==> config.mk <==
export PLATFORM = sky130hd
export DESIGN_NAME = rst_capture_fifo_4bit
export DESIGN_NICKNAME = d
export VERILOG_FILES = /design/src/rtl/rst_capture_pkg.sv /design/src/rtl/rst_capture_mem.sv /design/src/rtl/rst_capture_fifo_4bit.sv
export SDC_FILE = /design/constraint.sdc
export NUM_CORES = 1
export LEC_CHECK = 0
export ABC_CLOCK_PERIOD_IN_PS = 1800
export BUFFER_PORTS_ARGS = -buffer_cell sky130_fd_sc_hd__buf_2
export CAP_MARGIN = 20
export CORE_MARGIN = 4
export CORE_UTILIZATION = 48
export DETAILED_ROUTE_END_ITERATION = 8
export PLACE_DENSITY_LB_ADDON = 0.3
export SLEW_MARGIN = 25
export SYNTH_ARGS = -nofsm -noshare
export SYNTH_HDL_FRONTEND = slang
export SYNTH_SLANG_ARGS = --single-unit
==> constraint.sdc <==
create_clock -name clk -period 1.8 [get_ports clk]
set_input_delay 0.27 -clock clk [delete_from_list [all_inputs] [get_ports clk]]
set_output_delay 0.27 -clock clk [all_outputs]
set_load 0.1 [all_outputs]
==> src/rtl/rst_capture_pkg.sv <==
// Shared types and defaults for the reset-capture FIFO.
// RST_CAPTURE_PARITY_EN adds a stored even-parity bit per entry.
package rst_capture_pkg;

   localparam int DEPTH_DEF = 4;
   localparam int WIDTH_DEF = 5;
   localparam int PTR_W     = $clog2(DEPTH_DEF);

   typedef struct packed {
`ifdef RST_CAPTURE_PARITY_EN
      logic       p;
`endif
      logic       q;
      logic [3:0] data;
   } entry_t;

   function automatic logic even_par(input logic q, input logic [3:0] d);
      return ^{q, d};
   endfunction

endpackage

==> src/rtl/rst_capture_mem.sv <==
// Entry storage: one write port, one asynchronous read port.
// Contents are deliberately left unreset.
module rst_capture_mem
   import rst_capture_pkg::*;
#(
   parameter int DEPTH = DEPTH_DEF,
   parameter int AW    = $clog2(DEPTH)
) (
   input  logic          clk,
   input  logic          we_i,
   input  logic [AW-1:0] waddr_i,
   input  entry_t        wdata_i,
   input  logic [AW-1:0] raddr_i,
   output entry_t        rdata_o
);

   entry_t mem_q [DEPTH];

   always_ff @(posedge clk) begin
      if (we_i) begin
         mem_q[waddr_i] <= wdata_i;
      end
   end

   assign rdata_o = mem_q[raddr_i];

endmodule

==> src/rtl/rst_capture_fifo_4bit.sv <==
// Capture FIFO for {q, gated data} samples with sticky overflow.
// Define RST_CAPTURE_PARITY_EN to add the out_parity port.
module rst_capture_fifo_4bit
   import rst_capture_pkg::*;
#(
   parameter int DEPTH = DEPTH_DEF,
   parameter int WIDTH = WIDTH_DEF
) (
   input  logic                   clk,
   input  logic                   rst,
   input  logic                   in_valid,
   input  logic [3:0]             in_data,
   input  logic                   in_q,
   output logic                   in_ready,
   output logic                   out_valid,
   output logic [WIDTH-1:0]       out_data,
`ifdef RST_CAPTURE_PARITY_EN
   output logic                   out_parity,
`endif
   input  logic                   out_ready,
   output logic [$clog2(DEPTH):0] count,
   output logic                   overflow
);

   localparam int AW = $clog2(DEPTH);
   localparam int CW = AW + 1;

   logic [AW-1:0] wptr_q, wptr_d;
   logic [AW-1:0] rptr_q, rptr_d;
   logic [CW-1:0] count_q, count_d;
   logic          ovf_q, ovf_d;
   logic          push, pop, full;
   entry_t        wr_ent, rd_ent;

   assign full      = (count_q == CW'(DEPTH));
   assign in_ready  = !full;
   assign out_valid = (count_q != '0);
   assign push      = in_valid && in_ready;
   assign pop       = out_valid && out_ready;

   always_comb begin
      wr_ent      = '0;
      wr_ent.q    = in_q;
      wr_ent.data = in_data;
`ifdef RST_CAPTURE_PARITY_EN
      wr_ent.p    = even_par(in_q, in_data);
`endif
   end

   rst_capture_mem #(
      .DEPTH (DEPTH),
      .AW    (AW)
   ) u_mem (
      .clk     (clk),
      .we_i    (push),
      .waddr_i (wptr_q),
      .wdata_i (wr_ent),
      .raddr_i (rptr_q),
      .rdata_o (rd_ent)
   );

   assign out_data = WIDTH'({rd_ent.q, rd_ent.data});
`ifdef RST_CAPTURE_PARITY_EN
   assign out_parity = rd_ent.p;
`endif

   // Power-of-two depth lets the pointers wrap naturally.
   always_comb begin
      wptr_d  = wptr_q;
      rptr_d  = rptr_q;
      count_d = count_q;
      ovf_d   = ovf_q | (in_valid & full);
      if (push) wptr_d = wptr_q + AW'(1);
      if (pop)  rptr_d = rptr_q + AW'(1);
      unique case ({push, pop})
         2'b10:   count_d = count_q + CW'(1);
         2'b01:   count_d = count_q - CW'(1);
         default: count_d = count_q;
      endcase
   end

   always_ff @(posedge clk or posedge rst) begin
      if (rst) begin
         wptr_q  <= '0;
         rptr_q  <= '0;
         count_q <= '0;
         ovf_q   <= 1'b0;
      end else begin
         wptr_q  <= wptr_d;
         rptr_q  <= rptr_d;
         count_q <= count_d;
         ovf_q   <= ovf_d;
      end
   end

   assign count    = count_q;
   assign overflow = ovf_q;

endmodule

-- Word level (Yosys, flattened, before mapping)
Memories as Yosys holds them, arrays and structs flattened.
Index checks and enable logic that the tools add are counted.
- $add $sub $neg: 4
- equality and inequality tests: 3
- muxes and demuxes: 3
- bitwise logic cells: 2
- reductions and logical operators: 5
- operators by type and width (kind ; count):
    $pmux W3 S2 ; 1
    $add A2 B1 Y2 const B ; 2
    $add A3 B1 Y3 const B ; 1
    $eq A3 B3 Y1 const B ; 1
    $reduce_bool A3 Y1 ; 1
    $sub A3 B1 Y3 const B ; 1
    $eq A2 B1 Y1 const B ; 1
    $eq A2 B2 Y1 const B ; 1
    $logic_and A1 B1 Y1 ; 2
    $mux W1 ; 2
    $reduce_bool A2 Y1 ; 1
    $and A1 B1 Y1 ; 1
    $logic_not A1 Y1 ; 1
    $or A1 B1 Y1 ; 1
- flip-flop bits (word level): 8
- bits in writable memories: 20
- input bits: 9
- output and inout port bits: 11
- memories kept: 1
- memory list (name ; words ; bits a word ; rd ports ; clocked after Yosys merged registers in ; write ports ; RTL line ; RTL):
    u_mem.mem_q ; 4 ; 5 ; 1 ; 0 ; 1 ; rst_capture_mem.sv:17 ; entry_t mem_q [DEPTH];

-- Longest topological paths before layout
- word-level depth: 5
- depth in mapped cells: 9

-- By module
Synthesis repeated with hierarchy kept, for this count alone.
- cells, all modules: 62
- area total of the unflattened synthesis: 1146.1 sq um
- by module, submodules not included (module ; times used ; cells each ; area an instance (sq um) ; seq. area each (sq um)):
    rst_capture_mem ; 1 ; 30 ; 755.7 ; 600.6
    rst_capture_fifo_4bit ; 1 ; 32 ; 390.4 ; 200.2

-- Worst setup path after synthesis
Ideal clock, no wire load.
- path type: flip-flop to flip-flop
- start: register count_q[2] (netlist: count[2])
- end: register count_q[2] (netlist: count[2])
- arrival time: 2373 ps
- required time: 1637 ps
- setup slack: -736 ps
- cell stages (with the launch flop): 10
- path buffers: 0
- period minus slack after synthesis: 2536 ps
- path through: dfrtp_1 -> nor3b_4 -> nor2b_4 -> inv_1 -> ha_1 -> inv_1 -> fa_1 -> xor2_1 -> nor2_1 -> xor2_1
- word-level cells in the longest chain between the ends: 5
- RTL lines (item ; RTL line ; RTL):
    from (decl) ; rst_capture_fifo_4bit.sv:30 ; logic [CW-1:0] count_q, count_d;
    from (signal assigned) ; rst_capture_fifo_4bit.sv:91 ; count_q <= count_d;
    $eq A3 B3 Y1 ; rst_capture_fifo_4bit.sv:35 ; assign full = (count_q == CW'(DEPTH));
    $logic_not A1 Y1 ; rst_capture_fifo_4bit.sv:36 ; assign in_ready = !full;
    $logic_and A1 B1 Y1 ; rst_capture_fifo_4bit.sv:38 ; assign push = in_valid && in_ready;
    $eq A2 B1 Y1 or $eq A2 B2 Y1 (tied branches) ; rst_capture_fifo_4bit.sv:75 ; unique case ({push, pop})
    $pmux W3 S2 or $reduce_bool A2 Y1 (tied branches) ; - ;
Parallel ways exist; a longest one is shown, timed or not.
A chain may end at the register's enable or synchronous reset.

-- Final worst setup path
- start: register count_q[1] (netlist: count[1])
- end: register count_q[2] (netlist: count[2])
The elaborated chain is that of the path after synthesis.

==> qor.json <==
{
  "outcome": "finished with violations",
  "failed_checks": "negative setup slack",
  "max_slew.worst_pin.slew_ns": 0.490,
  "final_util_pct": 68.2,
  "drive_above_1_share_pct": 56.6,
  "post_synth_edffs": 20,
  "cts.path.max_buffers": 2,
  "worst_r2r_path_depth": 9,
  "clock_sinks": 28,
  "critical_path_class": "reg2reg",
  "layout_worst_path_cycle_share_pct": 105,
  "worstReg2RegEnd": "count[2]",
  "post-route-min-period_ns": 1.89,
  "ctsRootBufferMaster": "sky130_fd_sc_hd__clkbuf_4",
  "cts_tree": "built",
  "timing.critical_path.to": "count[2]",
  "detail-route-antenna-nets": 0,
  "routed_wire_length_per_instance_um": 16.4,
  "core_mm2": 0.00230,
  "initial_core_utilization_pct": 52.6,
  "critical_path.reg2reg.startpoint": "count[1]",
  "timing.critical_path.required_ns": 2.04,
  "rows": 17,
  "vias": 630,
  "slew_headroom_pct": 67.5,
  "mapped_nets": 83,
  "antenna_found_initial": 0,
  "detail_route.wirelength_mm": 2.09,
  "htreeDepth": 1,
  "drv_slew": 0,
  "fin_skew_ns": 0.00243,
  "synthArstFlopShare_pct": 28.6,
  "synth.most_common_cell": "sky130_fd_sc_hd__edfxtp_1",
  "worst_setup_path_end_kind": "register",
  "path_max_fanout": 3,
  "die_width_um": 58.2,
  "inserted_clock_buffers": 3,
  "post-synth-top-area-cell": "sky130_fd_sc_hd__edfxtp_1",
  "layout.nets": 115,
  "worst_path_arrival_ns": 2.13,
  "yosysTopAreaCellShare_pct": 49.7,
  "setup_total_negative_slack_ns": -0.380,
  "ioPinCount": 20,
  "maxClockFrequency_mhz": 529,
  "finalSetupViolations": 8,
  "grt_first_pass_wirelength_mm": 3.47,
  "vias_in_the_first_global_route": 718,
  "numPortBuffers": 19,
  "final.setup.worst_slack_ns": -0.0908,
  "hp-class": "in2reg",
  "grt.total_usage_pct": 14.1,
  "report.final.hold_viol_count": 0,
  "drtIter0Drc": 5,
  "vias_per_cell": 4.96,
  "rrSetupSlack_ns": -0.09,
  "remaining_drc_errors": 0,
  "synthCells": 68,
  "ys_dominant_reg_cell": "sky130_fd_sc_hd__edfxtp_1",
  "startpoint": "count[1]",
  "rsz0062_at_grt": "true",
  "synth.top_cells.by_count": "sky130_fd_sc_hd__edfxtp_1, sky130_fd_sc_hd__dfrtp_1, sky130_fd_sc_hd__inv_1",
  "place.detailed.hpwl_mm": 1.43,
  "synth-warning-count": 0,
  "die-area_mm2": 0.00338,
  "cells_taking_the_most_area_after_synthesis": "sky130_fd_sc_hd__edfxtp_1, sky130_fd_sc_hd__dfrtp_1, sky130_fd_sc_hd__mux4_2",
  "insertion_delay_ns": 0.31,
  "overflow": 0,
  "ys_seq_elements": 28,
  "finalInstanceArea_mm2": 0.00157,
  "grt_start_max_net_pins": 17,
  "synth-seq-area-share_pct": 66.3,
  "area_delta_synth_final_pct": 29.7,
  "die-height_um": 58.2,
  "antennaDiodeCount": 0,
  "synthesis.area_mm2": 0.00121,
  "start_kind": "register",
  "yosys.cell_types.count": 20,
  "detail_route.first_pass.iterations": 3,
  "syn_area_per_cell_um2": 17.8,
  "weighted_congestion_at_the_end_of_routability_driven_global_placement": 0.798,
  "worst_setup_hold_path_clk_slew_ns": 0.14,
  "cap_viol_max_count": 0,
  "instance_area_after_placement_mm2": 0.00141
}
[cell usage in the layout, fill, tap and decap left out, types with 2 or more instances in the layout]
cell / n
sky130_fd_sc_hd__edfxtp_1: 20
sky130_fd_sc_hd__buf_2: 12
sky130_fd_sc_hd__buf_6: 7
sky130_fd_sc_hd__buf_4: 7
sky130_fd_sc_hd__inv_1: 5
sky130_fd_sc_hd__mux4_2: 5
sky130_fd_sc_hd__and2_2: 4
sky130_fd_sc_hd__ha_1: 4
sky130_fd_sc_hd__dfrtp_1: 4
sky130_fd_sc_hd__xor2_1: 3
sky130_fd_sc_hd__xnor2_1: 3
sky130_fd_sc_hd__inv_2: 3
sky130_fd_sc_hd__clkbuf_4: 3
sky130_fd_sc_hd__dfrtp_4: 3
sky130_fd_sc_hd__buf_12: 2
[worst max-delay path: stages, from the launching register on]
cell and delay (ns):
sky130_fd_sc_hd__dfrtp_4 0.53, sky130_fd_sc_hd__nor3b_4 0.26, sky130_fd_sc_hd__nor2b_4 0.07, sky130_fd_sc_hd__inv_2 0.07
sky130_fd_sc_hd__ha_4 0.12, sky130_fd_sc_hd__inv_2 0.04, sky130_fd_sc_hd__fa_2 0.33, sky130_fd_sc_hd__xor2_1 0.14
sky130_fd_sc_hd__nor2_1 0.11, sky130_fd_sc_hd__xor2_1 0.16
[final cells by class]
cell class | instances | area, um^2
Sequential cell | 28 | 813
Fill cell | 159 | 729
Multi-Input combinational cell | 30 | 395
Timing Repair Buffer | 29 | 241
Tap cell | 28 | 35.0
Clock inverter | 1 | 30.0
Inverter | 8 | 30.0
Clock buffer | 3 | 22.5
[stage by stage]
stage	worst slack, ns	hold slack (ns)	instances
after floorplan	-0.269	0.0857	68
after global placement	-0.0465	0.240	120
after detailed placement	-0.124	0.238	120
after CTS	-0.0992	0.165	127
after global routing	-0.194	0.140	127
final	-0.0908	0.165	127
[metal layers]
metal,GRT usage (%),vias up,part of all wire (%)
li1,-,304,-
met1,17.9,312,43
met2,24.2,10,52
met3,2.23,4,3.0
met4,5.30,0,2.0
met5,0,-,0
[sequential cells by signal, summed over array words and instances (netlist names)]
| name | cells |
|---|---|
| u_mem.mem_q | 20 |
| count | 3 |
| rptr_q | 2 |
| wptr_q | 2 |
| overflow | 1 |
[kinds of logic after synthesis]
group / Yosys count / synth area share [%]
compound gates: 2 / 1.55
xor+xnor: 6 / 4.35
fa+ha+maj: 6 / 6.83
buf+inv: 10 / 3.21
flops: 28 / 66.3
mux: 7 / 11.4
simple gates: 9 / 6.42
[worst min-delay path by stage]
stage	from	end	slack, ns	cells after the start
after floorplan	rst	overflow	0.09	1
after global placement	rst	wptr_q[1]	0.24	2
after detailed placement	rst	wptr_q[0]	0.24	2
after CTS	in_q	u_mem.mem_q[2][4]	0.16	1
after global routing	in_data[0]	u_mem.mem_q[2][0]	0.14	1
final	in_q	u_mem.mem_q[3][4]	0.16	1
[repair_timing]
action / CTS / global route
pin swaps: 2 / 1
setup buffers: 2 / 0
hold endpoints to repair: 8 / 0
gates resized for setup: 20 / 2
endpoints found under the setup margin: 8 / 9
hold buffers: 1 / 0
cloned: 0 / 0
Power is not shown: default switching activity piles up to over one toggle a cycle in this logic, so the estimate is an artifact.
